### config.mk
export PLATFORM = sky130hd
export DESIGN_NAME = keypad_scanner
export DESIGN_NICKNAME = d
export VERILOG_FILES = /design/src/rtl/keypad_pkg.sv /design/src/rtl/scan_tick.sv /design/src/rtl/keypad_scanner.sv
export SDC_FILE = /design/constraint.sdc
export NUM_CORES = 1
export LEC_CHECK = 0
export CAP_MARGIN = 10
export CORE_MARGIN = 5
export CORE_UTILIZATION = 31
export DETAILED_ROUTE_END_ITERATION = 16
export PLACE_DENSITY_LB_ADDON = 0.1
export SYNTH_ARGS = -nofsm -noshare
export SYNTH_HDL_FRONTEND = slang
export SYNTH_SLANG_ARGS = --single-unit
### constraint.sdc
create_clock -name clk -period 5.2 [get_ports clk]
set_clock_uncertainty 0.15 [all_clocks]
set_input_delay 1.56 -clock clk [delete_from_list [all_inputs] [get_ports clk]]
set_output_delay 1.56 -clock clk [all_outputs]
set_load 0.02 [all_outputs]
### src/rtl/keypad_pkg.sv
// Shared types and helpers for the 4x4 keypad scanner.
// Holds the FSM state encoding, the matrix geometry and the column-drive helper.
package keypad_pkg;

    typedef enum logic [1:0] {
        SCAN     = 2'd0,
        DEBOUNCE = 2'd1,
        HELD     = 2'd2
    } state_t;

    localparam int KEY_W = 4;
    localparam int ROWS  = 4;
    localparam int COLS  = 4;

    // Active-low one-cold column drive for column idx.
    function automatic logic [COLS-1:0] col_onecold(input logic [1:0] idx);
        return ~(4'b0001 << idx);
    endfunction

endpackage

### src/rtl/scan_tick.sv
// Free-running prescaler for the keypad scanner.
// Pulses tick for one clk every SCAN_DIV cycles; this pulse sets the column dwell time.
module scan_tick #(
    parameter int SCAN_DIV = 50000
) (
    input  logic clk,
    input  logic rst,
    output logic tick
);

    localparam int CW = $clog2(SCAN_DIV);
    localparam logic [CW-1:0] LAST = CW'(SCAN_DIV - 1);

    logic [CW-1:0] cnt_q;
    logic [CW-1:0] cnt_d;

    always_comb begin
        tick  = (cnt_q == LAST);
        cnt_d = tick ? '0 : cnt_q + CW'(1);
    end

    always_ff @(posedge clk) begin
        if (rst) begin
            cnt_q <= '0;
        end else begin
            cnt_q <= cnt_d;
        end
    end

endmodule

### src/rtl/keypad_scanner.sv
// 4x4 matrix keypad front end: scans columns, debounces one key and reports it
// as a clean key_press level with a stable row*4+col key_code.
module keypad_scanner
    import keypad_pkg::*;
#(
    parameter int SCAN_DIV = 50000,
    parameter int DB_CNT   = 16
) (
    input  logic             clk,
    input  logic             rst,
    input  logic [ROWS-1:0]  row_in,
    output logic [COLS-1:0]  col_out,
    output logic             key_press,
    output logic [KEY_W-1:0] key_code
);

    localparam int CW = $clog2(DB_CNT + 1);
    localparam logic [CW-1:0] DB_MAX = CW'(DB_CNT);

    logic            tick;
    logic [ROWS-1:0] row_meta_q;
    logic [ROWS-1:0] row_s_q;

    state_t          state_q,     state_d;
    logic [1:0]      col_q,       col_d;
    logic [1:0]      lrow_q,      lrow_d;
    logic [1:0]      lcol_q,      lcol_d;
    logic [CW-1:0]   db_q,        db_d;
    logic [CW-1:0]   rel_q,       rel_d;
    logic            key_press_q, key_press_d;
    logic [KEY_W-1:0] key_code_q, key_code_d;

    logic            hit;
    logic [1:0]      hit_row;
    logic            row_low;
    logic [CW-1:0]   db_inc;
    logic [CW-1:0]   rel_inc;

    scan_tick #(
        .SCAN_DIV(SCAN_DIV)
    ) u_scan_tick (
        .clk (clk),
        .rst (rst),
        .tick(tick)
    );

    // Rows are asynchronous to clk; only the second flop is ever looked at.
    always_ff @(posedge clk) begin
        if (rst) begin
            row_meta_q <= '1;
            row_s_q    <= '1;
        end else begin
            row_meta_q <= row_in;
            row_s_q    <= row_meta_q;
        end
    end

    // Lowest-index low row wins when several rows in the column are pressed.
    always_comb begin
        hit     = 1'b0;
        hit_row = 2'd0;
        for (int r = ROWS - 1; r >= 0; r--) begin
            if (!row_s_q[r]) begin
                hit     = 1'b1;
                hit_row = 2'(r);
            end
        end
        row_low = !row_s_q[lrow_q];
        db_inc  = db_q + CW'(1);
        rel_inc = rel_q + CW'(1);
    end

    always_comb begin
        state_d     = state_q;
        col_d       = col_q;
        lrow_d      = lrow_q;
        lcol_d      = lcol_q;
        db_d        = db_q;
        rel_d       = rel_q;
        key_press_d = key_press_q;
        key_code_d  = key_code_q;

        case (state_q)
            SCAN: begin
                if (tick) begin
                    if (hit) begin
                        lrow_d = hit_row;
                        lcol_d = col_q;
                        db_d   = CW'(1);
                        if (DB_CNT == 1) begin
                            state_d     = HELD;
                            key_press_d = 1'b1;
                            key_code_d  = {hit_row, col_q};
                            db_d        = '0;
                        end else begin
                            state_d = DEBOUNCE;
                        end
                    end else begin
                        col_d = col_q + 2'd1;
                    end
                end
            end

            DEBOUNCE: begin
                if (tick) begin
                    if (row_low) begin
                        if (db_inc == DB_MAX) begin
                            state_d     = HELD;
                            key_press_d = 1'b1;
                            key_code_d  = {lrow_q, lcol_q};
                            db_d        = '0;
                        end else begin
                            db_d = db_inc;
                        end
                    end else begin
                        state_d = SCAN;
                        col_d   = col_q + 2'd1;
                        db_d    = '0;
                    end
                end
            end

            HELD: begin
                // Any low reading restarts the release count, so only a clean release ends the hold.
                if (tick) begin
                    if (!row_low) begin
                        if (rel_inc == DB_MAX) begin
                            state_d     = SCAN;
                            key_press_d = 1'b0;
                            col_d       = col_q + 2'd1;
                            rel_d       = '0;
                        end else begin
                            rel_d = rel_inc;
                        end
                    end else begin
                        rel_d = '0;
                    end
                end
            end

            default: begin
                state_d = SCAN;
            end
        endcase
    end

    always_ff @(posedge clk) begin
        if (rst) begin
            state_q     <= SCAN;
            col_q       <= 2'd0;
            lrow_q      <= 2'd0;
            lcol_q      <= 2'd0;
            db_q        <= '0;
            rel_q       <= '0;
            key_press_q <= 1'b0;
            key_code_q  <= '0;
        end else begin
            state_q     <= state_d;
            col_q       <= col_d;
            lrow_q      <= lrow_d;
            lcol_q      <= lcol_d;
            db_q        <= db_d;
            rel_q       <= rel_d;
            key_press_q <= key_press_d;
            key_code_q  <= key_code_d;
        end
    end

    assign col_out   = col_onecold(col_q);
    assign key_press = key_press_q;
    assign key_code  = key_code_q;

endmodule

### Yosys cells after proc, flatten, opt, wreduce, memory -nomap -nowiden

Index checks and enable logic that the tools add are counted.

* bits in registers: 47
* output and inout port bits: 9
* input port bits: 6

* $add $sub $neg: 4
* reduce and logical (&&, ||, !) cells: 12
* mux-type cells: 42
* order comparisons: 1
* bitwise operators: 2
* equality and inequality tests: 16
* shifts and indexed selects: 1

Operator list (count)
* $mux W2: 19
* $mux W5: 7
* $ne A2 B2 Y1 const B: 10
* $add A16 B1 Y16 const B: 1
* $eq A16 B16 Y1 const B: 1
* $reduce_and A7 Y1: 2
* $pmux W2 S3: 2
* $mux W1: 11
* $add A5 B1 Y5 const B: 2
* $eq A5 B5 Y1 const B: 2
* $pmux W5 S2: 1
* $reduce_and A4 Y1: 2
* $reduce_and A8 Y1: 1
* $not A4 Y4: 1
* $reduce_bool A2 Y1: 2
* $shl A1 B2 Y4 const A: 1
* $lt A2 B3 Y1 const B: 1
* $ne A3 B3 Y1 const B: 1
* $reduce_and A3 Y1: 1
* $reduce_bool A3 Y1: 1
* $add A2 B1 Y2 const B: 1
* $bmux W1 S2: 1
* $eq A2 B1 Y1 const B: 1
* $eq A2 B2 Y1 const B: 1
* 5 further kinds: 5

### Depth between registers and ports, before layout

Gate-level depths: netlist of the first run.

* word-level depth: 7
* mapped depth: 7
* depth with buffers taken out: 6

### Cells and area by module

From an unflattened synthesis of the first run, not the netlist that was laid out.

* cells, all modules: 244
* area total of the unflattened synthesis: 2174.6 µm²

Modules (own cells, without submodules)
* keypad_scanner: seq. area each 620.6 µm², instances 1, area each 1442.6 µm², cells an instance 162
* scan_tick: seq. area each 320.3 µm², instances 1, area each 732.0 µm², cells an instance 82

### Least setup slack after synthesis of the first run

Ideal clock, no wire load.

* path kind: register to output
* start point: reg col_q[0]
* end point: out col_out[0]
* setup slack: 2.720 ns
* data required time: 3.490 ns
* cell stages (with the launch flop): 4
* arrival time: 0.770 ns
* cell sequence: dfxtp_1 -> inv_1 -> ha_1 -> inv_1

* longest elaborated chain between the ends: 2

RTL lines
* from (decl): RTL line keypad_scanner.sv:25 `logic [1:0] col_q, col_d;`
* from (signal assigned): RTL line keypad_scanner.sv:159 `col_q <= col_d;`
* $shl A1 B2 Y4: RTL line keypad_pkg.sv:17 `return ~(4'b0001 << idx);`
* $not A4 Y4: RTL line keypad_pkg.sv:17
* to (decl): RTL line keypad_scanner.sv:12 `output logic [COLS-1:0] col_out,`

Every way passes these cells.

### Worst setup path after layout of the first run

Ends and elaborated chain as after synthesis.

==> reports/metrics.yaml, run 1 <==
setup_path:
  worstPathArrival_ns: 1.67
  critPathCaptureType: "output port"
  crit_path_max_fanout: 5
  startpoint_type: "flop"
  path_class: "reg -> out"
  cpMaxStageDelayCell: "clkdlybuf4s50_1"
  crit_chain: "inv_1 -> ha_1 -> inv_1 -> clkdlybuf4s50_1"
  critical_path_buf_inv_count: 3
  crit_family: "buffers and inverters"
  cp-startpoint: "col_q[0]"
  reg2reg_depth: 5
  worst_path_most_repeated_cell: "inv_1"
  r2r-start: "u_scan_tick.cnt_q[11]"
  critPathRequiredTime_ns: 3.49
  worst-path-stages: 4
  slowest_delay_ns: 0.59
placed_design:
  io_buffers: 14
  gp_congestion: 0.765
  post-place-ws_ns: 1.94
  hpwl_um: 2900
global_routing:
  grt_first_pass_wirelength_um: 7420
  grt_overflow: 0
  antenna_found_initial: 0
  grt_pass1_vias: 1607
  grt_start_max_net_pins: 38
  grtUsageTotal_pct: 10.4
sta:
  fmax_ghz: 0.296
  hold_viol_final: 0
  final.setup.tns_ns: 0
  finalCritPeriodShare_pct: 65.0
  setup_ws_ns: 1.82
  hold_ws_ns: 0.259
  slew_headroom_pct: 64.6
  tightest_slew_ns: 0.527
  rsz0062_at_grt: "false"
  drv_slew: 0
  setup_viol: 0
  period_needed_ns: 3.38
synth:
  ys_types: 40
  synth_flop_cell: "dfxtp_1"
  synth_cells: 244
  synth_nets: 257
  ys_seq_area_share_pct: 43.1
  synth_area_per_cell_sq_um: 8.95
  synth.cell_area_sq_um: 2180
  synthArstFlopShare_pct: 0
  ys_seq_elements: 47
  synth_edf_count: 0
  yosys_warnings: 0
cells_and_area:
  layout.nets: 273
  area_growth_pct: 15.9
  mostFrequentLayoutCell: "dfxtp_1"
  post-route-util_pct: 37.1
  drive_gt1_share_pct: 10.7
  final_cell_mix: "47 x dfxtp_1, 42 x nor2_1, 14 x clkdlybuf4s50_1, 12 x nand2_1, 12 x o21ai_0"
  diodes: 0
power_and_ir_drop:
  comb_power_share_pct: 3.2
  power.switching_uw: 135
  power_frac_clock_pct: 41.4
  pwr_density_cell_nw_per_um2: 263
  seqPwrFrac_pct: 55.4
  p_leak_nw: 0.905
  switching_share_pct: 20.3
  p_int_uw: 530
  ir_worst_vdd_mv: 0.105
  p_total_uw: 665
clock_network:
  cts_root_buffer: "clkbuf_8"
  cts_setup_buffers: 0
  clkTransAtPathRegs_ns: 0.09
  ctsResizeCount: 0
  cts_tree: "built"
  cts.sinks: 47
  cts_max_level: 2
  clock_path_buffers: 2
  numCtsBuffers: 5
  cts-hold-fix-buffers: 0
  insertion_delay_ns: 0.29
min_path:
  min_path_cells: 1
  hp-class: "reg -> reg"
  min_from: "row_meta_q[3]"
job:
  maxCapViolations: 0
die:
  coreArea_sq_um: 6830
  initial_utilization_pct: 32.0
  fp.dieW_um: 93.9
  pin_count: 15
  die_y_um: 93.9
  dieArea_sq_um: 8830
  row_count: 30
detailed_routing:
  drtIter0Drc: 66
  routed_wl_um: 4150
  wl_per_cell_um: 11.6
  first_pass_iters: 4
  drtAntennaViolNets: 0
  drcViolationCount: 0
  vias_per_cell: 4.62
  vias: 1651
run_status:
  status: "completed"
-- synth_stat cells, drive strengths merged (2+ instances only) --
master | number | area [sq um]
a22oi | 4 | 30.0
dfxtp | 47 | 941
and4bb | 2 | 25.0
o21ai | 12 | 60.1
nand4 | 6 | 37.5
mux2i | 9 | 90.1
inv | 11 | 41.3
ha | 7 | 87.6
nor2 | 42 | 158
mux2 | 2 | 22.5
a21oi | 10 | 50.1
nand2b | 4 | 25.0
nor3 | 6 | 30.0
clkbuf | 4 | 15.0
nand3b | 3 | 22.5
nor4b | 2 | 17.5
nor4 | 2 | 27.5
and3 | 7 | 46.3
xor2 | 7 | 61.3
nand4b | 2 | 17.5
and4b | 3 | 30.0
nand3 | 10 | 50.1
nor2b | 2 | 12.5
nand2 | 12 | 45.0
xnor2 | 7 | 61.3
or2 | 9 | 56.3
-- cell families (layout without fill, tap and decap cells) --
group / Yosys count / after routing / share of synthesized area [%]
simple gates: 117 / 117 / 29.4
flops: 47 / 47 / 43.1
compound gates: 30 / 30 / 8.02
buf+inv: 17 / 34 / 3.67
xor+xnor: 14 / 14 / 5.61
mux: 12 / 12 / 6.19
fa+ha+maj: 7 / 7 / 4.01
-- per-layer routing --
layer / vias to the layer above / share of wire, % / track usage, %
met3: 5 / 1.6 / 2.16
met4: 0 / 1.4 / 3.97
met1: 762 / 54 / 14.4
met5: - / 0 / 0
met2: 9 / 43 / 15.8
li1: 875 / - / -
-- power groups by stage --
stage	combinational, mW	sequential [mW]	clock [mW]
finish	0.0212	0.368	0.275
global route	0.0244	0.369	0.303
CTS	0.0219	0.368	0.287
detailed placement	0.0218	0.376	0
global placement	0.0216	0.376	0
floorplan	0.0156	0.376	0
-- worst paths after layout --
| kind | to | slack [ns] |
|---|---|---|
| setup / recovery | col_out[0] | 1.82 |
| setup reg to reg | key_code[1] | 2.74 |
| hold reg to reg | row_s_q[3] | 0.26 |
| hold / removal | row_s_q[3] | 0.26 |
-- cell type report --
type / instances / area [sq um]
Fill cell: 738 / 4300
Multi-Input combinational cell: 180 / 1160
Sequential cell: 47 / 941
Timing Repair Buffer: 15 / 148
Tap cell: 96 / 120
Clock buffer: 6 / 82.6
Inverter: 11 / 41.3
Clock inverter: 2 / 35.0
-- state kept, by name, summed over array words and instances (netlist names), 4 cells and up --
| signal | count |
|---|---|
| row_meta_q | 4 |
| row_s_q | 4 |
| db_q | 5 |
| rel_q | 5 |
| u_scan_tick.cnt_q | 16 |
| key_code | 4 |
-- per-stage QoR --
step,instance area [sq um],instances
3_3_place_gp,2410,349
3_5_place_dp,2410,349
5_1_grt,2530,357
2_1_floorplan,2180,244
4_1_cts,2530,357
6_report,2530,357
(Power assumes the default switching activity.)
==> inputs of run 2 (changes only) <==
==> constraint.sdc (replaced) <==
create_clock -name clk -period 3.35 [get_ports clk]
set_clock_uncertainty 0.15 [all_clocks]
set_input_delay 1.005 -clock clk [delete_from_list [all_inputs] [get_ports clk]]
set_output_delay 1.005 -clock clk [all_outputs]
set_load 0.02 [all_outputs]
==> run 2 against run 1 <==
Compared with the run above:
- non-clock buffer count rose by 1
- worst setup slack worse by 1.3 ns
- combinational power rose by 57%
- sequential share of layout area shrank 0.11 points
- worst hold slack gained 0.0018 ns
- register-to-register slack worse by 1.8 ns
- clock power rose by 57%
- die area unchanged
- first-iteration DRC count is 53% higher
- final area up 0.30%
- count of clock-buffer cells in the layout did not move
- largest power group unchanged
==> reports/metrics.yaml, run 2 (synthesized netlist as in run 1, its figures left out) <==
detailed_routing:
  routed_wl_um: 4270  # +2.8%
  vias: 1670  # +1.2%
  wl_per_cell_um: 11.9  # +2.6%
  first_pass_iters: 4  # unchanged
  drtAntennaViolNets: 0  # unchanged
  drcViolationCount: 0  # unchanged
  drtIter0Drc: 101  # +53%
  vias_per_cell: 4.66  # +0.87%
global_routing:
  antenna_found_initial: 0  # unchanged
  grt_first_pass_wirelength_um: 7630  # +2.9%
  grt_overflow: 0  # unchanged
  grt_start_max_net_pins: 37  # -2.6%
  grt_pass1_vias: 1618  # +0.68%
  grtUsageTotal_pct: 10.7  # +0.29 points
sta:
  fmax_ghz: 0.359
  period_needed_ns: 2.79
  setup_ws_ns: 0.564  # -1.26 ns
  slew_headroom_pct: 60.6  # -4.0 points
  finalCritPeriodShare_pct: 83.2
  setup_viol: 0  # unchanged
  tightest_slew_ns: 0.591  # +0.0647 ns
  rsz0062_at_grt: "false"
  drv_slew: 0  # unchanged
  final.setup.tns_ns: 0  # unchanged
  hold_viol_final: 0  # unchanged
power_and_ir_drop:
  p_total_mw: 1.04  # +56%
  pwr_density_cell_nw_per_um2: 408  # +56%
  ir_worst_vdd_mv: 0.220  # +110%
  p_leak_nw: 0.909  # +0.46%
clock_network:
  insertion_delay_ns: 0.30  # about the same
  numCtsBuffers: 5  # unchanged
  cts_setup_buffers: 0  # unchanged
  cts.sinks: 47  # unchanged
  cts_max_level: 2  # unchanged
  cts_root_buffer: "clkbuf_8"
  cts_tree: "built"
  cts-hold-fix-buffers: 0  # unchanged
  clock_path_buffers: 2  # unchanged
  ctsResizeCount: 0  # unchanged
  clkTransAtPathRegs_ns: 0.08  # about the same
setup_path:
  critPathCaptureType: "output port"
  slowest_delay_ns: 0.59  # about the same
  cpMaxStageDelayCell: "clkdlybuf4s50_1"
  crit_family: "buffers and inverters"
  worst_path_most_repeated_cell: "inv_1"
  path_class: "reg -> out"
  worstPathArrival_ns: 1.63  # -0.04 ns
  startpoint_type: "flop"
  critPathRequiredTime_ns: 2.19  # -1.30 ns
  crit_path_max_fanout: 5  # unchanged
  critical_path_buf_inv_count: 3  # unchanged
  crit_chain: "inv_1 -> ha_1 -> inv_1 -> clkdlybuf4s50_1"
cells_and_area:
  drive_gt1_share_pct: 11.1  # +0.34 points
  layout.nets: 274  # +0.37%
  largest-register: "u_scan_tick.cnt_q"
  nFillCells: 726  # -1.6%
  largest_reg_flops: 16  # unchanged
  mostFrequentLayoutCell: "dfxtp_1"
  area_growth_pct: 16.2
  diodes: 0  # unchanged
  final_cell_mix: "47 x dfxtp_1, 42 x nor2_1, 14 x clkdlybuf4s50_1, 12 x nand2_1, 12 x o21ai_0"
  reg_top3: "u_scan_tick.cnt_q: 16 flops, db_q: 5 flops, rel_q: 5 flops"
placed_design:
  io_buffers: 14  # unchanged
  gp_congestion: 0.697  # -8.9%
  hpwl_um: 2970  # +2.3%
  post-place-ws_ns: 0.878  # -1.06 ns
min_path:
  hp-class: "reg -> reg"
die:
  row_count: 30  # unchanged
  pin_count: 15  # unchanged
  initial_utilization_pct: 32.0  # unchanged
  fp.dieW_um: 93.9  # unchanged
  dieArea_sq_um: 8830  # unchanged
  die_y_um: 93.9  # unchanged
  coreArea_sq_um: 6830  # unchanged
run_status:
  status: "completed"
job:
  maxCapViolations: 0  # unchanged
-- run 2: worst reg2reg max path, cell delays in order (launching register included) --
cell	delay, ns
dfxtp_1	0.46
mux4_2	0.57
or3b_4	0.43
nor4_4	0.40
mux2i_1	0.24
nor2_1	0.05
-- run 2: area by class of cell --
| cell class | instances | area [sq um] | share of cell area [%] |
|---|---|---|---|
| Inverter | 11 | 41.3 | 1.63 |
| Clock buffer | 6 | 82.6 | 3.25 |
| Tap cell | 96 | 120 | 4.73 |
| Clock inverter | 2 | 35.0 | 1.38 |
| Multi-Input combinational cell | 180 | 1160 | 45.8 |
| Timing Repair Buffer | 16 | 155 | 6.11 |
| Sequential cell | 47 | 941 | 37.1 |
-- run 2: layer usage --
layer  vias up  GRT usage [%]  wire [um]
met4         0           3.85         48
met2        16           15.7       1820
met1       774           15.1       2300
met5         -              0          0
li1        876              -          -
met3         4           2.64        101
-- run 2: power breakdown --
part	switching, mW	total, mW	internal, mW
clock	0.191	0.433	0.242
sequential	0.00553	0.571	0.566
combinational	0.0181	0.0332	0.0151
total	0.215	1.04	0.822
-- run 2: metrics by stage --
stage	util, %	hold slack [ns]	cell area [sq um]	cells
2_1_floorplan	-	0.239	2180	244
3_3_place_gp	35.4	0.242	2420	350
3_5_place_dp	35.4	0.243	2420	350
4_1_cts	37.2	0.263	2540	358
5_1_grt	37.2	0.281	2540	358
6_report	37.2	0.260	2540	358
-- run 2: path summary, 6_finish.rpt --
kind                                    start     endpoint  slack [ns]  depth (start not counted)
worst max-delay path                 col_q[0]   col_out[2]        0.56                          4
worst min-delay path            row_meta_q[3]   row_s_q[3]        0.26                          1
worst max register to register      lrow_q[0]  key_code[3]        0.93                          5
worst min register to register  row_meta_q[3]   row_s_q[3]        0.26                          1
